## src/rtl/program_loader.sv

```systemverilog
// program_loader: streams words into RAM, boots the computer and supervises the run; LOADER_CHECKSUM_EN enables the XOR checksum
module program_loader #(
  parameter int DATA_W  = 32,
  parameter int ADDR_W  = 3,
  parameter int TIMEOUT = 255
)(
  input  logic              clk,
  input  logic              reset,
  input  logic              load_req,
  input  logic              in_valid,
  output logic              in_ready,
  input  logic [ADDR_W-1:0] in_addr,
  input  logic [DATA_W-1:0] in_data,
  input  logic              in_last,
  output logic [DATA_W-1:0] ram_in,
  output logic [ADDR_W-1:0] ram_adr,
  output logic              ram_write,
  output logic              ram_en,
  output logic              cpu_reset,
  output logic              cpu_start,
  input  logic              cpu_done,
  output logic              busy,
  output logic              done,
  output logic              err,
  output logic [ADDR_W:0]   word_count,
  output logic [DATA_W-1:0] checksum
);
  localparam int DEPTH = 2**ADDR_W;
  localparam int CW    = $clog2(TIMEOUT + 1);
  localparam int LIM   = TIMEOUT > 1 ? TIMEOUT - 2 : 0;
  typedef enum logic [2:0] {IDLE, LOAD, BOOT0, BOOT1, RUN, DONE, ERR} state_t;
  state_t            state_q, state_d;
  logic [ADDR_W:0]   cnt_q, cnt_d;
  logic [CW-1:0]     run_q, run_d;
  logic              wr_q, wr_d;
  logic [ADDR_W-1:0] adr_q, adr_d;
  logic [DATA_W-1:0] dat_q, dat_d;
  logic              full, open_req, accept;
  assign full     = cnt_q == (ADDR_W+1)'(DEPTH);
  assign open_req = (state_q == IDLE || state_q == DONE) && load_req;
  assign accept   = state_q == LOAD && in_valid && !full;
  // next-state logic: session control, word capture and run supervision
  always_comb begin
    state_d = state_q;
    cnt_d   = cnt_q;
    run_d   = run_q;
    wr_d    = 1'b0;
    adr_d   = adr_q;
    dat_d   = dat_q;
    case (state_q)
      IDLE, DONE: if (load_req) begin
        state_d = LOAD;
        cnt_d   = '0;
      end
      LOAD: if (in_valid) begin
        if (full) state_d = ERR;
        else begin
          wr_d    = 1'b1;
          adr_d   = in_addr;
          dat_d   = in_data;
          cnt_d   = cnt_q + 1'b1;
          state_d = in_last ? BOOT0 : LOAD;
        end
      end
      BOOT0: state_d = BOOT1;
      BOOT1: begin
        state_d = RUN;
        run_d   = '0;
      end
      RUN: begin
        run_d   = run_q + 1'b1;
        state_d = cpu_done ? DONE : (run_q >= CW'(LIM)) ? ERR : RUN;
      end
      default: ;
    endcase
  end
  // state and datapath registers; reset drops any pending write
  always_ff @(posedge clk) begin
    if (reset) begin
      state_q <= IDLE;
      cnt_q   <= '0;
      run_q   <= '0;
      wr_q    <= 1'b0;
      adr_q   <= '0;
      dat_q   <= '0;
    end else begin
      state_q <= state_d;
      cnt_q   <= cnt_d;
      run_q   <= run_d;
      wr_q    <= wr_d;
      adr_q   <= adr_d;
      dat_q   <= dat_d;
    end
  end
`ifdef LOADER_CHECKSUM_EN
  logic [DATA_W-1:0] ck_q, ck_d;
  // running XOR of counted words, cleared when a session opens
  always_comb ck_d = open_req ? '0 : accept ? ck_q ^ in_data : ck_q;
  // checksum register
  always_ff @(posedge clk) ck_q <= reset ? '0 : ck_d;
  assign checksum = ck_q;
`else
  logic unused_ck;
  assign unused_ck = open_req ^ accept;
  assign checksum  = '0;
`endif
  assign in_ready   = state_q == LOAD;
  assign ram_write  = wr_q & ~reset;
  assign ram_en     = ram_write;
  assign ram_in     = dat_q;
  assign ram_adr    = adr_q;
  assign cpu_reset  = state_q == BOOT0;
  assign cpu_start  = state_q == BOOT1;
  assign busy       = state_q == LOAD || state_q == BOOT0 || state_q == BOOT1 || state_q == RUN;
  assign done       = state_q == DONE;
  assign err        = state_q == ERR;
  assign word_count = cnt_q;
endmodule

```

## config.mk

```make
export PLATFORM = sky130hd
export DESIGN_NAME = program_loader
export DESIGN_NICKNAME = d
export VERILOG_FILES = /design/src/rtl/program_loader.sv
export SDC_FILE = /design/constraint.sdc
export NUM_CORES = 1
export LEC_CHECK = 0
export CAP_MARGIN = 20
export CORE_MARGIN = 2
export CORE_UTILIZATION = 35
export CTS_BUF_LIST = sky130_fd_sc_hd__clkbuf_8
export DETAILED_ROUTE_END_ITERATION = 16
export PLACE_DENSITY = 0.78
export SLEW_MARGIN = 10
export SYNTH_ARGS = -nofsm -noshare
export SYNTH_HDL_FRONTEND = slang
export SYNTH_SLANG_ARGS = --single-unit
```

## constraint.sdc

```tcl
create_clock -name clk -period 4.05 [get_ports clk]
set_input_delay 0.81 -clock clk [delete_from_list [all_inputs] [get_ports clk]]
set_output_delay 0.81 -clock clk [all_outputs]
set_load 0.03 [all_outputs]
```

==> Word level (Yosys, flattened, before mapping) <==
Index checks and enable logic that the tools add are counted.
{ "totals": {"register_bits": 51, "inputBits": 41, "output_inout_bits": 79} }
{ "op_classes": {"n_addsub": 2, "magnitude_cmp": 1, "eq_ne": 10, "n_mux": 13, "n_bitwise": 5, "n_reduce_logical": 12} }
{ "op_table": {"columns": ["cell", "count"], "rows": [
  ["$pmux W8 S2", 1],
  ["$pmux W3 S5", 1],
  ["$mux W4", 3],
  ["$eq A3 B3 Y1 const B", 3],
  ["$mux W3", 3],
  ["$add A8 B1 Y8 const B", 1],
  ["$ge A8 B8 Y1 const B", 1],
  ["$pmux W4 S2", 1],
  ["$eq A3 B2 Y1 const B", 2],
  ["$mux W2", 3],
  ["$ne A2 B2 Y1 const B", 3],
  ["$reduce_and A3 Y1", 2],
  ["$reduce_bool A5 Y1", 1],
  ["$add A4 B1 Y4 const B", 1],
  ["$eq A4 B4 Y1 const B", 1],
  ["$not A1 Y1", 4],
  ["$reduce_and A4 Y1", 1],
  ["$reduce_bool A2 Y1", 2],
  ["$eq A3 B1 Y1 const B", 1],
  ["$logic_not A3 Y1", 1],
  ["$logic_or A1 B1 Y1", 3],
  ["$reduce_or A3 Y1", 1],
  ["$reduce_or A2 Y1", 1],
  ["$and A1 B1 Y1", 1],
  ["$mux W1", 1]
]} }

==> Logic depth before layout (Yosys ltp) <==
Gate-level depths: netlist of run 1.
{ "logic_depth": {"word_depth": 4, "ltp_mapped": 8, "mapped_depth_nobuf": 6} }

==> Worst setup path before layout of run 1 <==
Ideal clock, no wire load.
{ "synth_path": {"path_kind": "input port to output port", "startpoint": "in reset", "endpoint": "out ram_write", "arrival_time_ps": 1893, "required_time_ps": 3240, "setup_slack_ps": 1347, "path_stages": 4, "path_cell_list": "clkbuf_1 > clkbuf_1 > nor2b_1 > buf_4"} }
{ "synth_via": {"elab_chain_cells": 2} }
{ "synth_lines": {"columns": ["element", "line_no", "text"], "rows": [
  ["from (decl)", "8", "input logic reset,"],
  ["$not A1 Y1", "108", "assign ram_write = wr_q & ~reset;"],
  ["$and A1 B1 Y1", "108", null],
  ["to (decl)", "17", "output logic ram_write,"]
]} }
No other way between the ends.

==> Worst setup path after layout of run 1 <==
{ "layout_path": {"startpoint": "reg state_q[1]", "endpoint": "out cpu_reset"} }
{ "layout_via": {"elab_chain_cells": 1} }
{ "layout_lines": {"columns": ["element", "line_no", "text"], "rows": [
  ["from (decl)", "32", "state_t state_q, state_d;"],
  ["from (signal assigned)", "87", "state_q <= state_d;"],
  ["$eq A3 B2 Y1", "112", "assign cpu_reset = state_q == BOOT0;"],
  ["to (decl)", "19", "output logic cpu_reset,"]
]} }
No other way between the ends.

==> flow_summary_export.csv, run 1 <==
group,metric,value,unit
status,status,"complete, no violations",
clocking,cts_resized,0,
die,die_w,87,um
final_layout,finalInstanceArea,3280,um^2
hold_path,holdPathEnd,"ram_in[23]",
critical_path,end_kind,"primary output",
synthesis,yosys-top-cells-area,"dfxtp_1 42%, nand2_1 12%, buf_4 12%",
clocking,h-tree-depth,2,
clocking,cts_tree,"done",
flow_run,maxCapViolations,0,
synthesis,synth-simple-area-share,24.9,%
die,fp.dieH,87,um
power_and_ir_drop,max-vdd-ir-drop,0.000181,V
die,io_pins,120,
synthesis,yosys-mux-area-fraction,0.882,%
die,fp.coreArea,6720,um^2
clocking,clk_pin_slew,0.09,ns
final_layout,areaGrowthSynthToFinish,36.1,%
place,hpwl,4.03,mm
clocking,clock_sinks,51,
critical_path,reg2reg_depth,5,
hold_path,min_path_cells,2,
critical_path,r2r_slack,1.72,ns
hold_path,holdCritStartpoint,"ram_in[23]",
synthesis,yosys.area.top_type_share,42.3,%
final_layout,nets,427,
critical_path,cp_max_fo,10,
synthesis,synth-seq-cells,51,
synthesis,ys_seq_area_share,42.3,%
clocking,ctsRootBufferMaster,"clkbuf_8",
synthesis,ys_types,43,
synthesis,async_reset_ff_share,0,%
synthesis,synth-main-ff-cell,"dfxtp_1",
sta,drv_slew,0,
routing,wire_per_inst,12.0,um
global_routing,grt_max_degree,51,
routing,first_iter_violations,118,
global_routing,first_global_vias,1913,
critical_path,reg2reg_from,"state_q[0]",
sta,rsz0062_at_grt,"false",
place,port_buffers,87,
routing,drc,0,
place,dpl_cell_area,3190,um^2
place,routabilityCongestion,0.791,
sta,setup_viol,0,
global_routing,grt_usage,14.1,%
critical_path,r2r-end,"ram_in[2]",
sta,hold_violations,0,
hold_path,hold_path_class,"reg -> reg",
synthesis,synth_top_family_by_area,"simple AND/OR/NAND/NOR gates",
sta,max_freq,331,MHz
synthesis,yosysMostFrequentCell,"nand2_1",
sta,tightestPinTransition,0.771,ns
critical_path,cp.arrival,2.21,ns
power_and_ir_drop,leakagePower,1.22,nW
synthesis,synth_cells,302,
clocking,numCtsBuffers,5,
synthesis,synth_edf_count,0,
sta,fin_worst_skew,0.00786,ns
die,initial_core_util,35.9,%
global_routing,grt_pass1_wl,8.65,mm
global_routing,globalRouteOverflowTotal,0,
global_routing,grt_antenna_before_repair,0,
clocking,ctsHoldBuffers,0,
die,rows,30,
synthesis,yosys_warnings,0,
synthesis,synthXorXnorAreaFrac,0.727,%
critical_path,required,3.24,ns
sta,finalSetupTns,0,ns
critical_path,startpoint_type,"register",
clocking,clock_latency,0.30,ns
sta,fin_crit,3.02,ns
synthesis,syn_area,2410,um^2
clocking,clockBufferDepth,2,
routing,antenna_left,0,
clocking,cts_setup_buffers,0,
synthesis,syn_area_per_cell,7.98,um^2
final_layout,fillers,646,
routing,num_vias,2141,
final_layout,diodes,0,
synthesis,synthAdderAreaFrac,2.59,%
synthesis,synth_compound_gate_area_share,13.4,%
synthesis,yosys.area.top_type,"dfxtp_1",
final_layout,drive_gt1_share,5.50,%
routing,vias_per_cell,4.63,
sta,post-route-period-util,74.5,%
routing,dr.pass1.iters,4,
power_and_ir_drop,power-per-cell-area,316,nW/um^2
sta,slew_headroom,48.5,%
routing,drt_wl_total,5.54,mm
die,die-area,7570,um^2
critical_path,crit_type,"reg -> out",
synthesis,synth_commonest_cells,"79 x nand2_1, 51 x dfxtp_1, 43 x a21oi_1",
## logic make-up after synthesis
| group | count (synthesis) |
|---|---|
| simple gates | 126 |
| other cells | 1 |
| buf+inv | 58 |
| compound gates | 57 |
| fa+ha+maj | 5 |
| xor+xnor | 2 |
| mux | 2 |
| flops | 51 |
## per-layer routing
layer / vias to the layer above / global-route usage [%] / share of wire (%)
met5: - / 0 / 0
met4: 0 / 3.27 / 0.52
met3: 2 / 5.12 / 7.1
met2: 69 / 23.6 / 48
met1: 976 / 17.3 / 44
li1: 1094 / - / -
## worst max path at each step
stage | end | cells past startpoint | from | slack [ns]
6_report | cpu_reset | 3 | state_q[1] | 1.03
5_1_grt | cpu_reset | 3 | state_q[1] | 0.89
4_1_cts | cpu_reset | 3 | state_q[1] | 1.00
3_5_place_dp | cpu_reset | 3 | state_q[1] | 1.35
3_3_place_gp | cpu_reset | 3 | state_q[1] | 1.38
2_1_floorplan | ram_write | 4 | reset | 1.35
## area by class of cell
class,instances,area [um^2],area share [%]
clock buffers,5,68.8,2.10
well taps,80,100,3.05
inverters,9,33.8,1.03
repair buffers,90,888,27.1
multi-input cells,224,1140,34.9
flip-flops and latches,51,1020,31.1
clock inverters,3,23.8,0.725
## stage by stage
stage / total power, mW / utilization, % / setup slack [ns] / hold slack [ns] / std cells
final: 1.04 / 48.8 / 1.03 / 0.457 / 462
after floorplan: 0.690 / - / 1.35 / 0.441 / 333
after CTS: 1.05 / 48.8 / 1.00 / 0.460 / 462
after detailed placement: 0.751 / 47.4 / 1.35 / 0.447 / 454
after global routing: 1.08 / 48.8 / 0.892 / 0.476 / 462
after global placement: 0.748 / 47.4 / 1.38 / 0.441 / 454
## state kept, by name, summed over array words and instances (netlist names)
signal / count
ram_in: 32
ram_adr: 3
word_count: 4
wr_q: 1
state_q: 3
run_q: 8
## power by group
group	internal (mW)	switching, mW	total (mW)
Combinational	0.0810	0.127	0.208
Sequential	0.518	0.0128	0.531
Clock	0.125	0.172	0.297
## layout by cell type, fill, tap and decap left out, types with 2 or more instances in the layout
cell type / count
nor3_1: 3
nor2_1: 10
inv_1: 8
xnor2_1: 2
nand3b_1: 4
dfxtp_1: 51
o21ai_0: 3
nand3_1: 8
a21oi_1: 43
nand2b_1: 3
nor2b_1: 2
clkbuf_8: 5
clkdlybuf4s50_1: 86
and3_1: 2
conb_1: 32
or4_1: 2
nand2_1: 79
buf_4: 3
nor3b_4: 2
nor4_1: 2
ha_1: 5
o31ai_1: 2
## critical path: stages, from the launching register on
cell	delay, ns
dfxtp_1	0.62
clkinv_1	0.34
nor3_1	0.25
clkdlybuf4s50_1	0.69
No activity file was read; power rests on OpenSTA's default activity.
==> run 2, diff against run 1 <==
--- a/config.mk
+++ b/config.mk
@@ -10,7 +10,7 @@
 export CORE_UTILIZATION = 35
 export CTS_BUF_LIST = sky130_fd_sc_hd__clkbuf_8
 export DETAILED_ROUTE_END_ITERATION = 16
-export PLACE_DENSITY = 0.78
+export PLACE_DENSITY = 0.81
 export SLEW_MARGIN = 10
 export SYNTH_ARGS = -nofsm -noshare
 export SYNTH_HDL_FRONTEND = slang
==> constraint.sdc (replaced) <==
create_clock -name clk -period 2.75 [get_ports clk]
set_input_delay 0.55 -clock clk [delete_from_list [all_inputs] [get_ports clk]]
set_output_delay 0.55 -clock clk [all_outputs]
set_load 0.03 [all_outputs]
==> flow_summary_export.csv, run 2 (same netlist as run 1, synthesis figures left out) <==
group,metric,value,unit
critical_path,reg2reg_depth,5,
die,io_pins,120,
final_layout,final_cell_mix,"86 x clkdlybuf4s50_1, 79 x nand2_1, 51 x dfxtp_1",
hold_path,holdCritStartpoint,"ram_in[23]",
critical_path,reg2reg_from,"state_q[0]",
critical_path,crit_chain,"nand3b_1 -> inv_1 -> clkdlybuf4s50_1",
hold_path,min_path_cells,2,
routing,wire_per_inst,11.9,um
sta,slew_headroom,60.3,%
routing,drc,0,
place,hpwl,4.01,mm
sta,hold_violations,0,
die,initial_core_util,35.9,%
critical_path,crit_type,"reg -> out",
clocking,cts_tree,"done",
critical_path,cp_max_fo,13,
flow_run,maxCapViolations,0,
final_layout,areaGrowthSynthToFinish,37.7,%
final_layout,fin_util,49.4,%
place,port_buffers,87,
final_layout,stdcell_count,463,
sta,setup_viol,0,
routing,vias_per_cell,4.72,
global_routing,first_global_vias,1957,
routing,antenna_left,0,
routing,first_iter_violations,64,
final_layout,final_common_cell,"clkdlybuf4s50_1",
power_and_ir_drop,p_total,1.55,mW
critical_path,r2r_slack,0.72,ns
critical_path,crit_buf_inv,2,
sta,rsz0062_at_grt,"false",
global_routing,grt_pass1_wl,8.97,mm
clocking,h-tree-depth,2,
routing,num_vias,2185,
clocking,clock_latency,0.30,ns
global_routing,grt_usage,14.7,%
hold_path,holdPathEnd,"ram_in[23]",
routing,drt_wl_total,5.51,mm
critical_path,end_kind,"primary output",
clocking,clk_pin_slew,0.09,ns
die,die-area,7570,um^2
clocking,ctsRootBufferMaster,"clkbuf_8",
sta,max_freq,394,MHz
power_and_ir_drop,max-vdd-ir-drop,0.000236,V
clocking,clockBufferDepth,2,
critical_path,startpoint_type,"register",
global_routing,grt_antenna_before_repair,0,
power_and_ir_drop,power-per-cell-area,467,nW/um^2
critical_path,critPathTopFamily,"buffers and inverters",
status,status,"complete, no violations",
clocking,numCtsBuffers,5,
final_layout,largest_register_ffs,32,
critical_path,critPathMaxStageDelay,0.67,ns
hold_path,hold_path_class,"reg -> reg",
clocking,cts_resized,0,
clocking,cts_setup_buffers,0,
sta,finalSetupTns,0,ns
clocking,clock_sinks,51,
global_routing,grt_max_degree,51,
critical_path,r2r-end,"ram_in[20]",
critical_path,cp.arrival,1.99,ns
place,routabilityCongestion,0.800,
clocking,ctsHoldBuffers,0,
sta,post-route-period-util,92.3,%
die,fp.dieH,87,um
sta,tightestPinTransition,0.594,ns
critical_path,cp_slowest_cell,"clkdlybuf4s50_1",
critical_path,required,2.20,ns
sta,fin_worst_skew,0.00657,ns
routing,dr.pass1.iters,4,
die,fp.coreArea,6720,um^2
place,dp.cells,455,
sta,drv_slew,0,
final_layout,diodes,0,
power_and_ir_drop,leakagePower,1.24,nW
global_routing,globalRouteOverflowTotal,0,
die,rows,30,
final_layout,nets,428,
die,die_w,87,um
sta,fin_crit,2.54,ns
final_layout,drive_gt1_share,5.48,%
run 2: final cells by class:
| class | instances | area (um^2) |
|---|---|---|
| Fill cell | 655 | 3400 |
| Multi-Input combinational cell | 224 | 1140 |
| Sequential cell | 51 | 1020 |
| Timing Repair Buffer | 91 | 921 |
| Tap cell | 80 | 100 |
| Clock buffer | 7 | 96.3 |
| Inverter | 9 | 33.8 |
| Clock inverter | 1 | 3.75 |
run 2: worst max path at each step:
stage	from	endpoint	slack, ns	depth (start not counted)
CTS	state_q[0]	cpu_start	0.19	3
finish	state_q[0]	cpu_start	0.21	3
detailed placement	state_q[0]	cpu_start	0.52	3
global route	state_q[0]	cpu_start	0.04	3
global placement	in_valid	ram_in[19]	0.56	5
floorplan	reset	ram_write	0.57	4
run 2: worst min-delay path, stage by stage (launching register included):
cell and delay, ns:
dfxtp_1 0.32, nand2_1 0.05, a21oi_1 0.05
run 2: stage by stage:
stage               hold WS, ns  instance area (um^2)  setup WS, ns
floorplan                 0.441                  2530         0.567
detailed placement        0.447                  3220         0.517
finish                    0.456                  3320         0.211
global placement          0.441                  3220         0.564
CTS                       0.461                  3320         0.194
global route              0.479                  3320        0.0354
run 2: per-layer routing:
layer  vias up  share of wire, %  track usage, %
met5         -                 0               0
met2        77                49            25.5
li1       1094                 -               -
met4         0              0.94            3.41
met1      1010                43            17.1
met3         4               7.7            5.40
run 2: power breakdown:
| group | leakage, nW | internal (mW) | switching (mW) |
|---|---|---|---|
| clock network | 0.0557 | 0.226 | 0.231 |
| logic | 0.775 | 0.124 | 0.188 |
| registers | 0.414 | 0.763 | 0.0164 |
| total | 1.24 | 1.11 | 0.436 |
==> run 3, diff against run 2 <==
--- a/config.mk
+++ b/config.mk
@@ -5,11 +5,10 @@
 export SDC_FILE = /design/constraint.sdc
 export NUM_CORES = 1
 export LEC_CHECK = 0
-export CAP_MARGIN = 20
-export CORE_MARGIN = 2
 export CORE_UTILIZATION = 35
 export CTS_BUF_LIST = sky130_fd_sc_hd__clkbuf_8
 export DETAILED_ROUTE_END_ITERATION = 16
+export MAX_ROUTING_LAYER = met4
 export PLACE_DENSITY = 0.81
 export SLEW_MARGIN = 10
 export SYNTH_ARGS = -nofsm -noshare
==> flow_summary_export.csv, run 3 (same netlist as run 1, synthesis figures left out) <==
group,metric,value,unit
routing,dr.pass1.iters,4,
clocking,clk_pin_slew,0.10,ns
die,die-area,7230,um^2
routing,wire_per_inst,12.2,um
critical_path,critPathMaxStageDelay,0.68,ns
final_layout,final_cell_mix,"86 x clkdlybuf4s50_1, 79 x nand2_1, 51 x dfxtp_1",
routing,first_iter_violations,101,
routing,vias_per_cell,4.70,
sta,hold_violations,0,
clocking,clock_sinks,51,
power_and_ir_drop,pwr-share-clk,29.6,%
final_layout,areaGrowthSynthToFinish,37.3,%
clocking,cts_tree,"done",
final_layout,nets,429,
routing,num_vias,2171,
place,routabilityCongestion,0.859,
final_layout,largest_register_ffs,32,
critical_path,cp_max_fo,13,
power_and_ir_drop,power-per-cell-area,468,nW/um^2
clocking,h-tree-depth,2,
global_routing,grt_use_met1,18.5,%
routing,antenna_left,0,
sta,max_freq,392,MHz
die,io_pins,120,
global_routing,grt_busiest_layer,"met2",
power_and_ir_drop,internal_power,1.08,mW
sta,slew_headroom,65.0,%
clocking,ctsHoldBuffers,0,
critical_path,critPathTopFamily,"buffers and inverters",
routing,drt_wl_total,5.62,mm
clocking,ctsRootBufferMaster,"clkbuf_8",
power_and_ir_drop,p_sw,0.476,mW
critical_path,end_kind,"primary output",
power_and_ir_drop,leakagePower,1.24,nW
die,initial_core_util,37.1,%
sta,finalSetupTns,0,ns
place,hpwl,4.09,mm
power_and_ir_drop,seqPwrFrac,50.3,%
global_routing,first_global_vias,2004,
global_routing,grt_max_degree,51,
global_routing,grtUsageMet3,3.70,%
die,die_w,85,um
sta,setup_viol,0,
critical_path,cp.arrival,2.00,ns
global_routing,globalRouteOverflowTotal,0,
critical_path,crit_chain,"nand3b_1 -> inv_1 -> clkdlybuf4s50_1",
sta,tightestPinTransition,0.525,ns
clocking,cts_resized,0,
sta,rsz0062_at_grt,"false",
clocking,cts_setup_buffers,0,
clocking,numCtsBuffers,5,
critical_path,required,2.20,ns
die,fp.coreArea,6490,um^2
critical_path,startpoint_type,"register",
die,rows,29,
sta,post-route-period-util,92.9,%
critical_path,crit_buf_inv,2,
power_and_ir_drop,max-vdd-ir-drop,0.000291,V
global_routing,met2_usage,26.8,%
status,status,"complete, no violations",
clocking,clock_latency,0.30,ns
flow_run,maxCapViolations,0,
global_routing,grt_antenna_before_repair,1,
global_routing,grt_usage,15.7,%
sta,drv_slew,0,
die,fp.dieH,85,um
final_layout,drive_gt1_share,5.99,%
sta,fin_crit,2.55,ns
global_routing,grt_pass1_wl,9.03,mm
sta,fin_hold_ws,0.460,ns
clocking,clockBufferDepth,2,
sta,fin_worst_skew,0.00634,ns
critical_path,crit_type,"reg -> out",
final_layout,final_common_cell,"clkdlybuf4s50_1",
place,port_buffers,87,
routing,drc,0,
hold_path,hold_path_class,"reg -> reg",
power_and_ir_drop,power_frac_comb,20.1,%
critical_path,cp_slowest_cell,"clkdlybuf4s50_1",
power_and_ir_drop,swShare,30.7,%
[run 3: path summary, 6_finish.rpt]
kind	start	end	slack (ns)	cells after the start
min reg2reg	ram_in[23]	ram_in[23]	0.46	2
max	state_q[0]	cpu_start	0.20	3
max reg2reg	state_q[0]	ram_in[4]	0.70	5
min	ram_in[23]	ram_in[23]	0.46	2
[run 3: metal layers]
layer	up-vias	part of all wire, %
met1	1001	43
met5	-	0
met4	0	1.2
li1	1095	-
met3	6	4.5
met2	69	51
[run 3: power groups by stage]
stage | combinational, mW | clock (mW) | sequential, mW
final | 0.312 | 0.458 | 0.780
after CTS | 0.313 | 0.474 | 0.780
after global placement | 0.310 | 0 | 0.795
after detailed placement | 0.312 | 0 | 0.797
after global routing | 0.333 | 0.508 | 0.784
after floorplan | 0.178 | 0 | 0.839
[run 3: through the flow]
step	setup WS [ns]	util, %	power (mW)	cell area [um^2]	cells
after global routing	0.0625	51.0	1.63	3310	462
after detailed placement	0.540	49.5	1.11	3210	453
after global placement	0.598	49.5	1.10	3210	453
after floorplan	0.567	-	1.02	2530	333
final	0.196	51.0	1.55	3310	462
after CTS	0.194	50.9	1.57	3310	461
[run 3: layout make-up]
| type | instances | area (um^2) |
|---|---|---|
| Timing Repair Buffer | 92 | 916 |
| Clock inverter | 3 | 27.5 |
| Fill cell | 613 | 3180 |
| Multi-Input combinational cell | 224 | 1140 |
| Sequential cell | 51 | 1020 |
| Tap cell | 77 | 96.3 |
| Antenna cell | 1 | 2.50 |
| Inverter | 9 | 33.8 |
| Clock buffer | 5 | 68.8 |
[run 3: worst reg2reg max path: stages, from the launching register on]
cell and delay, ns:
dfxtp_1 0.62, nor3b_4 0.34, and3_1 0.49, buf_4 0.31, nand2_1 0.09, a21oi_1 0.13
